--- config.mk ---
export PLATFORM = sky130hd
export DESIGN_NAME = sync_fifo
export DESIGN_NICKNAME = d
export VERILOG_FILES = /design/src/rtl/sync_fifo_pkg.sv /design/src/rtl/sync_fifo_mem.sv /design/src/rtl/sync_fifo.sv
export SDC_FILE = /design/constraint.sdc
export NUM_CORES = 1
export LEC_CHECK = 0
export CAP_MARGIN = 5
export CORE_MARGIN = 2
export CORE_UTILIZATION = 50
export DETAILED_ROUTE_END_ITERATION = 10
export PLACE_DENSITY_LB_ADDON = 0.12
export SYNTH_ARGS = -nofsm -noshare
export SYNTH_HDL_FRONTEND = slang
export SYNTH_SLANG_ARGS = --single-unit
--- constraint.sdc ---
create_clock -name clk -period 7.42 [get_ports clk]
set_clock_uncertainty 0.05 [all_clocks]
set_input_delay 1.113 -clock clk [delete_from_list [all_inputs] [get_ports clk]]
set_output_delay 1.113 -clock clk [all_outputs]
set_load 0.02 [all_outputs]
--- src/rtl/sync_fifo_pkg.sv ---
// Shared helpers for sync_fifo: pointer sizing, parameter legality and reset values.
package sync_fifo_pkg;

   localparam logic RST_EMPTY        = 1'b1;
   localparam logic RST_FULL         = 1'b0;
   localparam logic RST_RD_VALID     = 1'b0;
   localparam logic RST_ERR_FLAG     = 1'b0;

   // Pointers carry one extra wrap bit so full and empty are distinguishable.
   function automatic int ptr_width(input int depth);
      return $clog2(depth) + 1;
   endfunction

   function automatic bit is_pow2(input int value);
      return (value > 0) && ((value & (value - 1)) == 0);
   endfunction

   function automatic bit params_ok(input int depth, input int add_w,
                                    input int afull, input int aempty);
      return is_pow2(depth) && (depth >= 4) && (add_w == $clog2(depth)) &&
             (afull >= 1) && (afull <= depth) &&
             (aempty >= 0) && (aempty <= depth - 1);
   endfunction

endpackage

--- src/rtl/sync_fifo_mem.sv ---
// Dual-port storage for sync_fifo: synchronous write, combinational read; contents are never reset.
module sync_fifo_mem #(
   parameter int DATA_WIDTH = 8,
   parameter int MEM_DEPTH  = 16,
   parameter int ADD_WIDTH  = $clog2(MEM_DEPTH)
) (
   input  logic                  clk,
   input  logic                  we,
   input  logic [ADD_WIDTH-1:0]  waddr,
   input  logic [DATA_WIDTH-1:0] wdata,
   input  logic [ADD_WIDTH-1:0]  raddr,
   output logic [DATA_WIDTH-1:0] rdata
);

   logic [DATA_WIDTH-1:0] mem [MEM_DEPTH];

   always_ff @(posedge clk) begin
      if (we) mem[waddr] <= wdata;
   end

   assign rdata = mem[raddr];

endmodule

--- src/rtl/sync_fifo.sv ---
// Single-clock FIFO with level, almost flags and sticky errors.
// Define SYNC_FIFO_FWFT_EN for first-word-fall-through reads; default is a registered read port.
module sync_fifo
   import sync_fifo_pkg::*;
#(
   parameter int DATA_WIDTH    = 8,
   parameter int MEM_DEPTH     = 16,
   parameter int ADD_WIDTH     = $clog2(MEM_DEPTH),
   parameter int AFULL_THRESH  = MEM_DEPTH - 2,
   parameter int AEMPTY_THRESH = 2
) (
   input  logic                  clk,
   input  logic                  rst,
   input  logic [DATA_WIDTH-1:0] wr_data,
   input  logic                  wr_inc,
   input  logic                  rd_inc,
   input  logic                  err_clr,
   output logic [DATA_WIDTH-1:0] rd_data,
   output logic                  rd_valid,
   output logic                  full,
   output logic                  empty,
   output logic                  almost_full,
   output logic                  almost_empty,
   output logic [ADD_WIDTH:0]    level,
   output logic                  overflow,
   output logic                  underflow
);

   localparam int PTR_W = ADD_WIDTH + 1;
   localparam logic [ADD_WIDTH:0] AF_LVL = PTR_W'(AFULL_THRESH);
   localparam logic [ADD_WIDTH:0] AE_LVL = PTR_W'(AEMPTY_THRESH);

   if (!params_ok(MEM_DEPTH, ADD_WIDTH, AFULL_THRESH, AEMPTY_THRESH) ||
       ptr_width(MEM_DEPTH) != PTR_W) begin : g_bad_params
      $error("sync_fifo: illegal depth, address width or threshold parameters");
   end

   logic [ADD_WIDTH:0]    wr_ptr;
   logic [ADD_WIDTH:0]    rd_ptr;
   logic [DATA_WIDTH-1:0] mem_rdata;
   logic                  wr_acc;
   logic                  rd_acc;

   // Handshake: wr_inc/rd_inc are requests; a request is accepted on the edge
   // where it is high and the FIFO is not full (write) / not empty (read).
   // No pass-through: a full FIFO refuses writes even while a read drains it.
   assign wr_acc = wr_inc && !full;
   assign rd_acc = rd_inc && !empty;

   assign full  = (wr_ptr[ADD_WIDTH] != rd_ptr[ADD_WIDTH]) &&
                  (wr_ptr[ADD_WIDTH-1:0] == rd_ptr[ADD_WIDTH-1:0]);
   assign empty = (wr_ptr == rd_ptr);
   assign level = wr_ptr - rd_ptr;
   assign almost_full  = (level >= AF_LVL);
   assign almost_empty = (level <= AE_LVL);

   sync_fifo_mem #(
      .DATA_WIDTH (DATA_WIDTH),
      .MEM_DEPTH  (MEM_DEPTH),
      .ADD_WIDTH  (ADD_WIDTH)
   ) u_mem (
      .clk   (clk),
      .we    (wr_acc && !rst),
      .waddr (wr_ptr[ADD_WIDTH-1:0]),
      .wdata (wr_data),
      .raddr (rd_ptr[ADD_WIDTH-1:0]),
      .rdata (mem_rdata)
   );

   always_ff @(posedge clk) begin
      if (rst) begin
         wr_ptr    <= '0;
         rd_ptr    <= '0;
         overflow  <= RST_ERR_FLAG;
         underflow <= RST_ERR_FLAG;
      end else begin
         if (wr_acc) wr_ptr <= wr_ptr + 1'b1;
         if (rd_acc) rd_ptr <= rd_ptr + 1'b1;
         // A fresh rejection wins over a coincident clear.
         if (wr_inc && full)  overflow  <= 1'b1;
         else if (err_clr)    overflow  <= 1'b0;
         if (rd_inc && empty) underflow <= 1'b1;
         else if (err_clr)    underflow <= 1'b0;
      end
   end

`ifdef SYNC_FIFO_FWFT_EN
   assign rd_data  = mem_rdata;
   assign rd_valid = !empty;
`else
   always_ff @(posedge clk) begin
      if (rst) begin
         rd_data  <= '0;
         rd_valid <= RST_RD_VALID;
      end else begin
         rd_valid <= rd_acc;
         if (rd_acc) rd_data <= mem_rdata;
      end
   end
`endif

endmodule

---- Word level (Yosys, flattened, before mapping) ----
Memory sizes are Yosys's and may differ from the RTL's. A register that Yosys moved wholly into a read port is not among the register bits.
Index checks and enable logic that the tools add are counted.
cells by class
  add/subtract/negate cells ............... 3
  magnitude comparators ................... 2
  mux-type cells .......................... 5
  equal/unequal tests ..................... 3
  reduce and logical (&&, ||, !) cells .... 11
operator list
  operator             count
  $add 5x1->5 const B  2
  $logic_and 1x1->1    6
  $eq 5x5->1           1
  $ge 5x4->1 const B   1
  $le 5x2->1 const B   1
  $mux 1               5
  $sub 5x5->5          1
  $eq 4x4->1           1
  $reduce_bool 2->1    2
  $logic_not 1->1      3
  $ne 1x1->1           1
word-level totals
  memory bits (writable) .................. 128
  word-level logic and storage cells ...... 30
  memories kept ........................... 1
  register bits after elaboration ......... 13
memory list
  memory     words  bits a word  rd ports  clocked after memory_dff  wr ports  line                 text
  u_mem.mem  16     8            1         1                         1         sync_fifo_mem.sv:15  logic [DATA_WIDTH-1:0] mem [MEM_DEPTH];

---- Longest topological paths before layout ----
  depth after elaboration ................. 7
  mapped depth ............................ 9
  depth with buffers taken out ............ 8

---- Cells and area by module ----
A second synthesis with hierarchy kept.
second synthesis, totals
  cell total of the unflattened synthesis .. 330
  area total of the unflattened synthesis .. 5994.5 um2
modules (own cells, without submodules)
  module         times used  area each (um2)  cells each  sequential area each (um2)
  sync_fifo_mem  1           4987.3           221         3843.7
  sync_fifo      1           1007.2           109         420.4

---- Worst setup path after synthesis ----
No wires, ideal clock.
  path kind ............................... reg-to-output
  start ................................... register rd_ptr[1]
  end ..................................... output port almost_empty
  slack ................................... 3.773 ns
  buffers on the path ..................... 2
  data arrival time ....................... 2.484 ns
  cell stages (with the launch flop) ...... 9
  path through ............................ dfxtp_1 buf_4 buf_4 inv_1 fa_1 a21o_1 a21oi_1 xnor2_1 a211oi_1
between the ends
  cells in the longest elaborated chain, start to end .. 2
ends and longest elaborated chain
  item                    line             text
  start, declared         sync_fifo.sv:39  logic [ADD_WIDTH:0] rd_ptr;
  start signal, assigned  sync_fifo.sv:78  if (rd_acc) rd_ptr <= rd_ptr + 1'b1;
  $sub 5x5->5             sync_fifo.sv:53  assign level = wr_ptr - rd_ptr;
  via level[4]            sync_fifo.sv:24  output logic [ADD_WIDTH:0] level,
  $le 5x2->1              sync_fifo.sv:55  assign almost_empty = (level <= AE_LVL);
  end, declared           sync_fifo.sv:23  output logic almost_empty,
The timed path passes the listed nets, and every way through them passes these cells.

---- Final worst setup path ----
  start ................................... register rd_ptr[1]
  end ..................................... output port almost_empty
between the ends
  cells in the longest elaborated chain, start to end .. 2
ends and longest elaborated chain
  item         line
  $sub 5x5->5  sync_fifo.sv:53
  $le 5x2->1   sync_fifo.sv:55
Every way passes these cells.

==> impl_metrics.yaml <==
outcome:
  status: "completed"
min_path:
  hp-class: "flop to flop"
  min_from: "rd_data[6]"
detailed_routing:
  drc_errors: 0
  drtIter0Drc: 242
  avgRoutedWirePerCell_um: 21.3
  vias: 3369
  ant_nets: 0
  viasPerCell: 5.79
  detail_route.first_pass.iterations: 4
  routed_wl_mm: 12.4
clocking:
  cts_resized: 0
  numCtsBuffers: 17
  cts_tree: "yes"
  clk_pin_slew_ns: 0.06
  postCtsHoldBufs: 0
  cts_buffer_depth: 2
  cts_root_buffer: "clkbuf_16"
  cts.sinks: 149
  htreeDepth: 4
  clk_latency_ns: 0.42
  post_cts_buffers: 0
final_layout:
  most-common-layout-cells: "edfxtp_1, mux2i_1, nor2_1"
  final_core_util_pct: 59.0
  final_nets: 445
  post-route-cell-area_mm2: 0.00703
  diodes: 0
  area_delta_synth_final_pct: 16.0
  layout-drive-gt1-share_pct: 9.20
  layout.cells.non_filler: 582
  final_common_cell: "edfxtp_1"
logic_synthesis:
  yosysWarnings: 0
  syn_nets: 412
  syn_area_per_cell_um2: 15.6
  synth.distinct_cells: 39
  seq_area_frac_synth_pct: 70.4
  ys_ff_latch: 149
  syn_inst: 389
  synth_area_mm2: 0.00605
flow_run:
  cap_violations: 0
global_route:
  grt_overflow: 0
  antenna_found_initial: 0
  grt_max_degree: 33
  grt_pass1_vias: 3287
  grt.total_usage_pct: 20.6
  grt_pass1_wl_mm: 18.9
sta:
  rsz0062_at_grt: "no"
  relSlewSlack_pct: 19.5
  hold_violations: 0
  fmaxAchievable_mhz: 213
  period_share_pct: 63.4
  worst_pin_slew_ns: 1.20
  setup_viol: 0
  layout_setup_ws_ns: 2.72
  hold_slack_ns: 0.469
  fin_crit_ns: 4.70
  drv_slew: 0
  setup_tns_ns: 0
setup_path:
  arrival_ns: 3.54
  crit_type: "flop to output port"
  cp_max_fo: 32
  timing.rr.start: "rd_ptr[1]"
  cp-startpoint: "rd_ptr[1]"
  required_ns: 6.26
  end_kind: "output port"
  critPathLaunchType: "flop"
die:
  initial_utilization_pct: 50.8
  ios: 33
  die_w_um: 114
  die_y_um: 114
  die_area_mm2: 0.0130
  num_rows: 40
  core_mm2: 0.0119
place:
  dp.cells: 550
  dpl-instance-area_mm2: 0.00648
  gp_congestion: 0.811
  dpl_worst_slack_ns: 3.16
  io_buffers: 32
  place_hpwl_mm: 7.87
power_and_ir_drop:
  p_per_area_mw_per_mm2: 292
  ir_drop_uv: 182
  total_power_mw: 2.05
  power.leakage_nw: 2.19
synth_stat cells, drive strengths merged:
cell type,count,area (um^2)
ha,9,113
mux4,8,180
o22ai,16,100
and4,1,8.76
nand2b,2,12.5
and2,2,12.5
a2111oi,1,15.0
a21o,2,15.0
nand2,7,26.3
o21a,1,7.51
or3b,1,8.76
edfxtp,128,3840
or3,2,12.5
clkbuf,9,33.8
xor2,3,33.8
inv,10,37.5
nand3b,2,15.0
fa,1,20.0
xnor2,8,70.1
o21ai,12,60.1
mux2i,49,490
nor2b,4,25.0
dfxtp,21,420
a211oi,12,90.1
nor2,34,128
nor3,12,60.1
o2111ai,1,8.76
a221oi,8,70.1
o211ai,1,7.51
a41o,1,10.0
a21boi,1,11.3
buf,11,61.3
a21oi,5,25.0
nand3,3,15.0
nand4,1,6.26
final cells by class:
class	count	area (um^2)
Clock inverter	3	15.0
Clock buffer	29	531
Timing Repair Buffer	34	335
Tap cell	147	184
Fill cell	928	4890
Multi-Input combinational cell	210	1660
Sequential cell	149	4270
Inverter	10	37.5
sequential cells by signal (all words and copies together) (netlist names):
register / cells
u_mem.mem: 128
rd_data: 8
rd_ptr: 5
wr_ptr: 5
overflow: 1
rd_valid: 1
underflow: 1
cell families (layout without fill, tap and decap cells):
family / Yosys count / in the layout / synth area share [%]
buffers and inverters: 30 / 76 / 2.19
xor gates and xnor gates: 11 / 11 / 1.72
muxes: 57 / 57 / 11.1
and+or+nand+nor: 71 / 71 / 5.46
DFF: 149 / 149 / 70.4
adders and majority gates: 10 / 10 / 2.19
AOI/OAI and AO/OA: 61 / 61 / 6.94
power by group:
group,internal (mW),leakage [nW],switching (mW)
combinational,0.135,0.598,0.179
sequential,0.931,1.33,0.0219
clock,0.479,0.271,0.301
total,1.55,2.19,0.503
layer usage:
layer  track usage, %  share of wire, %  vias up
met5                0                 0        -
met4             7.48               1.0        0
met3             5.84               5.1       11
met2             30.4                46       95
met1             29.4                48     1691
li1                 -                 -     1572
worst paths after layout:
check                    endpoint  slack [ns]  cells past startpoint
hold reg to reg        rd_data[6]        0.47                      2
hold / removal         rd_data[6]        0.47                      2
setup reg to reg  u_mem.mem[3][5]        3.47                      6
setup / recovery     almost_empty        2.72                      7
critical path, stage by stage, from the launching register on:
cell and delay [ns]:
dfxtp_2 1.00, inv_1 0.23, ha_1 0.37, nor2b_1 0.14, o21a_1 0.17, or3_1 0.34, a211oi_1 0.24, clkdlybuf4s50_1 0.63
Note: power is estimated with default switching activity, not from simulation.
